$ cat src/rtl/uart_pkg.sv
// Shared definitions for the UART transmit path (also intended for the RX path).
//   uart_state_e : frame state machine encoding
//   IDLE_LEVEL   : line level while nothing is being sent (mark)
//   START_LEVEL  : line level of the start bit (space)
//   level_width  : width of a FIFO occupancy count for a given depth
package uart_pkg;

  typedef enum logic [1:0] {
    IDLE  = 2'd0,
    START = 2'd1,
    DATA  = 2'd2,
    STOP  = 2'd3
  } uart_state_e;

  localparam logic IDLE_LEVEL  = 1'b1;
  localparam logic START_LEVEL = 1'b0;

  // Occupancy must be able to represent 0..depth inclusive.
  function automatic int level_width(input int depth);
    return $clog2(depth) + 1;
  endfunction

endpackage

$ cat src/rtl/uart_tx_tick_if.sv
// Byte-stream handshake into the UART transmitter.
//   data  : byte offered by the producer
//   valid : producer offers data this cycle
//   ready : consumer can accept; a transfer happens when valid && ready
// master = producer (CPU write path), slave = transmitter.
interface uart_tx_tick_if #(
  parameter int DATA_BITS = 8
);

  logic [DATA_BITS-1:0] data;
  logic                 valid;
  logic                 ready;

  modport master (output data, output valid, input ready);
  modport slave  (input data, input valid, output ready);

endinterface

$ cat src/rtl/sync_fifo.sv
// Single-clock FIFO without fall-through: an entry written in one cycle is
// visible on rdata / counted in level from the next cycle on.
//   clk, reset : clock and asynchronous active-high reset
//   push/wdata : write request and data (ignored while full)
//   pop/rdata  : read request (ignored while empty) and head-of-queue data
//   full/empty : occupancy flags
//   level      : number of stored entries, 0..DEPTH
// DEPTH must be a power of two and at least 2 so the pointers wrap naturally.
module sync_fifo #(
  parameter int WIDTH = 8,
  parameter int DEPTH = 4
) (
  input  logic                     clk,
  input  logic                     reset,
  input  logic                     push,
  input  logic [WIDTH-1:0]         wdata,
  input  logic                     pop,
  output logic [WIDTH-1:0]         rdata,
  output logic                     full,
  output logic                     empty,
  output logic [$clog2(DEPTH):0]   level
);

  localparam int AW = $clog2(DEPTH);
  localparam int LW = AW + 1;
  localparam logic [AW-1:0] PTR_ONE   = AW'(1);
  localparam logic [LW-1:0] CNT_ONE   = LW'(1);
  localparam logic [LW-1:0] CNT_ZERO  = LW'(0);
  localparam logic [LW-1:0] CNT_FULL  = LW'(DEPTH);

  logic [WIDTH-1:0] mem_r [DEPTH];
  logic [AW-1:0]    wr_ptr_r;
  logic [AW-1:0]    rd_ptr_r;
  logic [LW-1:0]    count_r;
  logic             push_ok_s;
  logic             pop_ok_s;

  assign full      = (count_r == CNT_FULL);
  assign empty     = (count_r == CNT_ZERO);
  assign push_ok_s = push && !full;
  assign pop_ok_s  = pop && !empty;
  assign rdata     = mem_r[rd_ptr_r];
  assign level     = count_r;

  // Storage array; contents need no reset because empty gates every read.
  always_ff @(posedge clk) begin
    if (push_ok_s) begin
      mem_r[wr_ptr_r] <= wdata;
    end
  end

  // Pointers and occupancy; a simultaneous push and pop leaves count unchanged.
  always_ff @(posedge clk or posedge reset) begin
    if (reset) begin
      wr_ptr_r <= {AW{1'b0}};
      rd_ptr_r <= {AW{1'b0}};
      count_r  <= CNT_ZERO;
    end else begin
      if (push_ok_s) begin
        wr_ptr_r <= wr_ptr_r + PTR_ONE;
      end
      if (pop_ok_s) begin
        rd_ptr_r <= rd_ptr_r + PTR_ONE;
      end
      case ({push_ok_s, pop_ok_s})
        2'b10:   count_r <= count_r + CNT_ONE;
        2'b01:   count_r <= count_r - CNT_ONE;
        default: count_r <= count_r;
      endcase
    end
  end

endmodule

$ cat src/rtl/uart_tx_tick.sv
// UART transmitter driven by a one-cycle baud enable. Bytes enter a small FIFO
// over a valid/ready handshake and leave LSB-first as start/data/stop frames.
// Everything runs on clk; baud_tick only gates when the frame FSM advances.
//   clk, reset : system clock, asynchronous active-high reset
//   baud_tick  : one-cycle pulse per bit period (may be held high: 1 bit/clk)
//   bus        : slave side of the byte handshake (data/valid/ready)
//   tx         : registered serial line, idle high
//   busy       : FSM not idle or FIFO holding bytes
//   level      : FIFO occupancy
module uart_tx_tick
  import uart_pkg::*;
#(
  parameter int DATA_BITS  = 8,
  parameter int STOP_BITS  = 1,
  parameter int FIFO_DEPTH = 4
) (
  input  logic                                 clk,
  input  logic                                 reset,
  input  logic                                 baud_tick,
  uart_tx_tick_if.slave                        bus,
  output logic                                 tx,
  output logic                                 busy,
  output logic [level_width(FIFO_DEPTH)-1:0]   level
);

  localparam int BCW = $clog2(DATA_BITS);
  localparam logic [BCW-1:0] BIT_ZERO  = BCW'(0);
  localparam logic [BCW-1:0] BIT_ONE   = BCW'(1);
  localparam logic [BCW-1:0] LAST_BIT  = BCW'(DATA_BITS - 1);
  // STOP_BITS is 1 or 2, so a single-bit counter covers it.
  localparam logic           LAST_STOP = 1'(STOP_BITS - 1);

  uart_state_e          state_r, state_s;
  logic [DATA_BITS-1:0] shift_r, shift_s;
  logic [BCW-1:0]       bitcnt_r, bitcnt_s;
  logic                 stopcnt_r, stopcnt_s;
  logic                 tx_r, tx_s;

  logic                 pop_s;
  logic [DATA_BITS-1:0] fifo_rdata_s;
  logic                 fifo_full_s;
  logic                 fifo_empty_s;

  sync_fifo #(
    .WIDTH (DATA_BITS),
    .DEPTH (FIFO_DEPTH)
  ) u_fifo (
    .clk   (clk),
    .reset (reset),
    .push  (bus.valid),
    .wdata (bus.data),
    .pop   (pop_s),
    .rdata (fifo_rdata_s),
    .full  (fifo_full_s),
    .empty (fifo_empty_s),
    .level (level)
  );

  assign bus.ready = !fifo_full_s;
  assign tx        = tx_r;
  assign busy      = (state_r != IDLE) || !fifo_empty_s;

  // Frame state, shifter, counters and line driver; reset forces the line idle.
  always_ff @(posedge clk or posedge reset) begin
    if (reset) begin
      state_r   <= IDLE;
      shift_r   <= {DATA_BITS{1'b0}};
      bitcnt_r  <= BIT_ZERO;
      stopcnt_r <= 1'b0;
      tx_r      <= IDLE_LEVEL;
    end else begin
      state_r   <= state_s;
      shift_r   <= shift_s;
      bitcnt_r  <= bitcnt_s;
      stopcnt_r <= stopcnt_s;
      tx_r      <= tx_s;
    end
  end

  // Next-state logic; nothing moves except in a baud_tick cycle, so each line
  // level is held for exactly one tick interval.
  always_comb begin
    state_s   = state_r;
    shift_s   = shift_r;
    bitcnt_s  = bitcnt_r;
    stopcnt_s = stopcnt_r;
    tx_s      = tx_r;
    pop_s     = 1'b0;

    case (state_r)
      IDLE: begin
        if (baud_tick) begin
          if (!fifo_empty_s) begin
            pop_s   = 1'b1;
            shift_s = fifo_rdata_s;
            tx_s    = START_LEVEL;
            state_s = START;
          end else begin
            tx_s = IDLE_LEVEL;
          end
        end else begin
          tx_s = tx_r;
        end
      end

      START: begin
        if (baud_tick) begin
          tx_s     = shift_r[0];
          bitcnt_s = BIT_ZERO;
          state_s  = DATA;
        end else begin
          tx_s = tx_r;
        end
      end

      DATA: begin
        if (baud_tick) begin
          if (bitcnt_r == LAST_BIT) begin
            tx_s      = IDLE_LEVEL;
            stopcnt_s = 1'b0;
            state_s   = STOP;
          end else begin
            // shift_r[0] is on the line now; bit 1 becomes the next one.
            shift_s  = shift_r >> 1;
            tx_s     = shift_r[1];
            bitcnt_s = bitcnt_r + BIT_ONE;
          end
        end else begin
          tx_s = tx_r;
        end
      end

      STOP: begin
        if (baud_tick) begin
          if (stopcnt_r == LAST_STOP) begin
            // Chain straight into the next frame to avoid an idle gap.
            if (!fifo_empty_s) begin
              pop_s   = 1'b1;
              shift_s = fifo_rdata_s;
              tx_s    = START_LEVEL;
              state_s = START;
            end else begin
              tx_s    = IDLE_LEVEL;
              state_s = IDLE;
            end
          end else begin
            stopcnt_s = stopcnt_r + 1'b1;
          end
        end else begin
          tx_s = tx_r;
        end
      end

      default: begin
        tx_s    = IDLE_LEVEL;
        state_s = IDLE;
      end
    endcase
  end

endmodule

$ cat src/flat_wrapper.sv
// flat-port wrapper written by rule: the top's interface ports become plain ports
module uart_tx_tick_flat import uart_pkg::*;
#(
  parameter int DATA_BITS  = 8,
  parameter int STOP_BITS  = 1,
  parameter int FIFO_DEPTH = 4
)
  (clk, reset, baud_tick, tx, busy, level, bus_data, bus_valid, bus_ready);
  uart_tx_tick_if #(.DATA_BITS(DATA_BITS)) bus_i ();
  input  logic clk;
  input  logic reset;
  input  logic baud_tick;
  output logic tx;
  output logic busy;
  output logic [level_width(FIFO_DEPTH)-1:0] level;
  input wire logic [$bits(bus_i.data)-1:0] bus_data;
  input wire logic [$bits(bus_i.valid)-1:0] bus_valid;
  output wire logic [$bits(bus_i.ready)-1:0] bus_ready;
  assign bus_i.data = bus_data;
  assign bus_i.valid = bus_valid;
  assign bus_ready = bus_i.ready;
  uart_tx_tick #(.DATA_BITS(DATA_BITS), .STOP_BITS(STOP_BITS), .FIFO_DEPTH(FIFO_DEPTH)) u_core (.clk(clk), .reset(reset), .baud_tick(baud_tick), .bus(bus_i), .tx(tx), .busy(busy), .level(level));
endmodule
$ cat config.mk
export PLATFORM = sky130hd
export DESIGN_NAME = uart_tx_tick_flat
export DESIGN_NICKNAME = d
export VERILOG_FILES = /design/src/rtl/uart_pkg.sv /design/src/rtl/uart_tx_tick_if.sv /design/src/rtl/sync_fifo.sv /design/src/rtl/uart_tx_tick.sv /design/src/flat_wrapper.sv
export SDC_FILE = /design/constraint.sdc
export NUM_CORES = 1
export LEC_CHECK = 0
export ABC_AREA = 1
export BUFFER_PORTS_ARGS = -buffer_cell sky130_fd_sc_hd__buf_4
export CAP_MARGIN = 10
export CORE_MARGIN = 5
export CORE_UTILIZATION = 53
export CTS_CLUSTER_DIAMETER = 40
export CTS_CLUSTER_SIZE = 14
export DETAILED_ROUTE_END_ITERATION = 10
export GPL_TIMING_DRIVEN = 1
export HOLD_SLACK_MARGIN = 0.08
export PLACE_DENSITY = 0.74
export SLEW_MARGIN = 10
export SYNTH_ARGS = -nofsm -noshare
export SYNTH_HDL_FRONTEND = slang
export SYNTH_SLANG_ARGS = --single-unit
$ cat constraint.sdc
create_clock -name clk -period 2.2 [get_ports clk]
set_clock_uncertainty 0.15 [all_clocks]
set_input_delay 0.33 -clock clk [delete_from_list [all_inputs] [get_ports clk]]
set_output_delay 0.33 -clock clk [all_outputs]
set_load 0.005 [all_outputs]
==> run summary <==
Tcrit/Tclk final: 95.1%
Synth area leaders: edfxtp_1, dfrtp_1, nand2_1, ha_1, nand3_1
RePlAce Congestion: 0.872
number of flops mapped to enable cells by yosys: 32
worst setup path category: reg -> reg
most frequent cells after synthesis: nand2_1, edfxtp_1, nand3_1, inv_1, dfrtp_1
Worst EP required: 2.24 ns
number of antenna-violating nets in the routed design: 0
Final Max Slew Viols: 0
Cells after DPL: 337
total gr overflow: 0
FF-to-FF path depth: 11
area taken by flip-flops and latches: 0.00149 sq mm
sw frac: 40.3%
Layout area overhead: 19.1%
Placed Area: 0.00279 sq mm
worst-path fanout max: 3
NetSw: 1620 uW
Adder-Cell Fraction of Synth Area: 6.80%
Die X: 78.7 um
root buffer cell: clkbuf_8
initial antenna violation count: 0
Design Area, Final: 0.00298 sq mm
Internal: 2390 uW
count leader, synth: nand2_1
hold path startpoint: baud_tick
Num CTS Buffers: 5
reg-to-reg startpoint: u_core.state_r[0]
crit path launch type: register
async set-reset flop share out of synthesis: 39.6%
Clock Latency Late Sink: 0.30 ns
largest net degree at the start of global routing: 22
leakage power: 0.00139 uW
GRT Total Usage: 15.8%
initial core utilization: 53.7%
clock share of power: 12.5%
# DRC: 0
Synth Area in XOR/XNOR: 1.75%
Chip Height: 78.7 um
share of layout cells above drive strength 1: 19.3%
Compound-Gate Fraction of Synth Area: 3.35%
main combinational cell family by area after synthesis: simple AND/OR/NAND/NOR gates
crit end category: register
Final min period: 2.09 ns
post-detail-place hpwl: 2970 um
Hold Vio Cnt, Final: 0
Synth Area in Simple Gates: 23.2%
max cap viols: 0
Setup Viol. Count Final: 0
Slew HR: 78.9%
register area share after synthesis: 59.5%
n_diodes: 0
Critical Path Most Common Cell: inv_2
# rows: 25
# IOs: 18
Synth Flop Type: edfxtp_1
Clock Tree Buf Depth: 2
Power per Cell Area: 1350 mW/mm^2
crit path cell chain: inv_2 -> ha_4 -> inv_2 -> nand3_2 -> inv_1 -> ha_1 -> inv_2 -> fa_2 -> a21oi_2 -> o21ai_1 -> xor2_1
final WL: 4440 um
nets: 324
DIE AREA: 0.00619 sq mm
setup bufs post-CTS: 0
WP data arrival: 2.13 ns
syn nets: 281
Syn Area/Cell: 9.77 sq um
DRT iter0 DRCs: 74
reg2reg end: u_core.u_fifo.level[2]
Final Non-Filler Cells: 354
IO Port Bufs: 17
outcome: completed
number of global-route vias before repair: 1646
drt wl/cell: 12.5 um
mapped cell area: 0.00250 sq mm
detail-routed via count per cell: 4.99
Synth area leader: edfxtp_1
fill cell count: 374
Mapped Cells: 256
Max H-tree Level: 2
delay of the slowest critical-path stage: 0.39 ns
mux cell area share after synthesis: 0%
R2R Setup Slk: 0.11 ns
clk sinks: 53
crit path launch: u_core.state_r[0]
clock slew seen by the registers of the worst setup and hold paths: 0.09 ns
Critical Path Sink: u_core.u_fifo.level[2]
Crit path depth: 11
Sequential Power Share: 38.4%
share of the synthesized area in the top cell type: 38.4%
worst hold path class: in -> reg
DRT Pass-1 Iters: 4
Fmax: 478 MHz
FF+latch count, synth: 53
first-pass GRT wire length: 7560 um
delay-heaviest family, CP: adder cells
critical path's slowest cell: dfrtp_1
Unique masters post-synth: 23
combinational share of power: 49.1%
synthesis warning total: 0
area used by multi-input combinational logic: 901 sq um
Vias: 1766
peak supply drop: 0.669 mV
Core ar.: 0.00466 sq mm
Tightest Pin Transition: 0.317 ns
CTS tree: done
Buf/Inv on CP: 4
power groups by stage:
| stage | sequential (uW) | clock (uW) | combinational (uW) |
|---|---|---|---|
| floorplan | 1520 | 0 | 1330 |
| global placement | 1550 | 0 | 1860 |
| detailed placement | 1560 | 0 | 1880 |
| CTS | 1530 | 518 | 1920 |
| global route | 1570 | 573 | 2270 |
| finish | 1540 | 503 | 1970 |
stage by stage:
step                power [uW]  utilization [%]  worst slack, ns  TNS [ns]  hold slack (ns)
floorplan                 2850                -          0.00949         0            0.156
global placement          3410             59.8           0.0757         0            0.236
detailed placement        3440             59.8           0.0106         0            0.241
CTS                       3970             63.5           0.0202         0            0.258
global route              4420             63.9         -0.00132  -0.00132            0.281
finish                    4010             63.9            0.109         0            0.268
sequential cells by signal, indices dropped and copies added, names as in the netlist:
register,flops
u_core.bitcnt_r,3
u_core.shift_r,8
u_core.state_r,2
u_core.tx,1
u_core.u_fifo.level,3
u_core.u_fifo.mem_r,32
u_core.u_fifo.rd_ptr_r,2
u_core.u_fifo.wr_ptr_r,2
cell usage in the layout (no fill, tap or decap):
cell type / n
ha_4: 1
a21oi_1: 4
clkinv_2: 1
nand3b_1: 1
buf_4: 32
edfxtp_1: 32
nand4_2: 2
nor2_4: 1
nand4_1: 1
a21oi_2: 1
o21ai_2: 1
o21ai_0: 9
ha_1: 11
clkbuf_8: 5
nor2_2: 1
clkinvlp_2: 1
dfstp_2: 1
xnor2_1: 1
nand3_2: 1
inv_1: 21
inv_2: 8
nor2_1: 9
dfrtp_1: 20
nand2_2: 1
fa_2: 1
o21ai_1: 1
nand2_1: 90
nand3_1: 28
dlygate4sd3_1: 9
clkbuf_1: 1
xor2_1: 4
cell type report:
cell class | count | share of cell area (%)
Sequential cell | 53 | 50.0
Multi-Input combinational cell | 169 | 30.3
Timing Repair Buffer | 41 | 11.1
Inverter | 29 | 3.66
Clock buffer | 6 | 2.44
Tap cell | 54 | 2.27
Clock inverter | 2 | 0.336
cells by family (layout without fill, tap and decap cells):
kind of cell,Yosys count,in the layout
AOI/OAI and AO/OA,16,16
xor gates and xnor gates,5,5
buffers and inverters,34,78
adders and majority gates,13,13
DFF,53,53
and+or+nand+nor,135,135
how the worst min path moves through the flow:
stage                                      to  slack [ns]  cells after the start
finish              u_core.u_fifo.rd_ptr_r[0]        0.27                      4
global route        u_core.u_fifo.rd_ptr_r[0]        0.28                      4
CTS                 u_core.u_fifo.rd_ptr_r[0]        0.26                      4
detailed placement  u_core.u_fifo.wr_ptr_r[0]        0.24                      3
global placement    u_core.u_fifo.wr_ptr_r[1]        0.24                      3
floorplan                  u_core.bitcnt_r[0]        0.16                      1
tightest hold or removal path, delay by kind of cell:
kind / cells / cell delay, ns
AND/OR/NAND/NOR: 1 / 0.08
XOR/XNOR: 1 / 0.05
buffers and inverters: 2 / 0.23
routing by layer:
| layer | up-vias | part of all wire (%) | track usage (%) |
|---|---|---|---|
| met5 | - | 0 | 0 |
| met4 | 0 | 1.3 | 5.24 |
| met3 | 5 | 3.9 | 3.40 |
| met2 | 34 | 51 | 27.6 |
| met1 | 813 | 44 | 19.4 |
| li1 | 914 | - | - |
repair_timing:
| item | 4_1_cts | 5_1_grt |
|---|---|---|
| resized for setup | 1 | 7 |
| pin swaps | 0 | 1 |
| hold buffers | 9 | 0 |
| setup endpoints to repair | 1 | 1 |
| endpoints found under the hold margin | 52 | 0 |
Note: power is estimated with default switching activity, not from simulation.
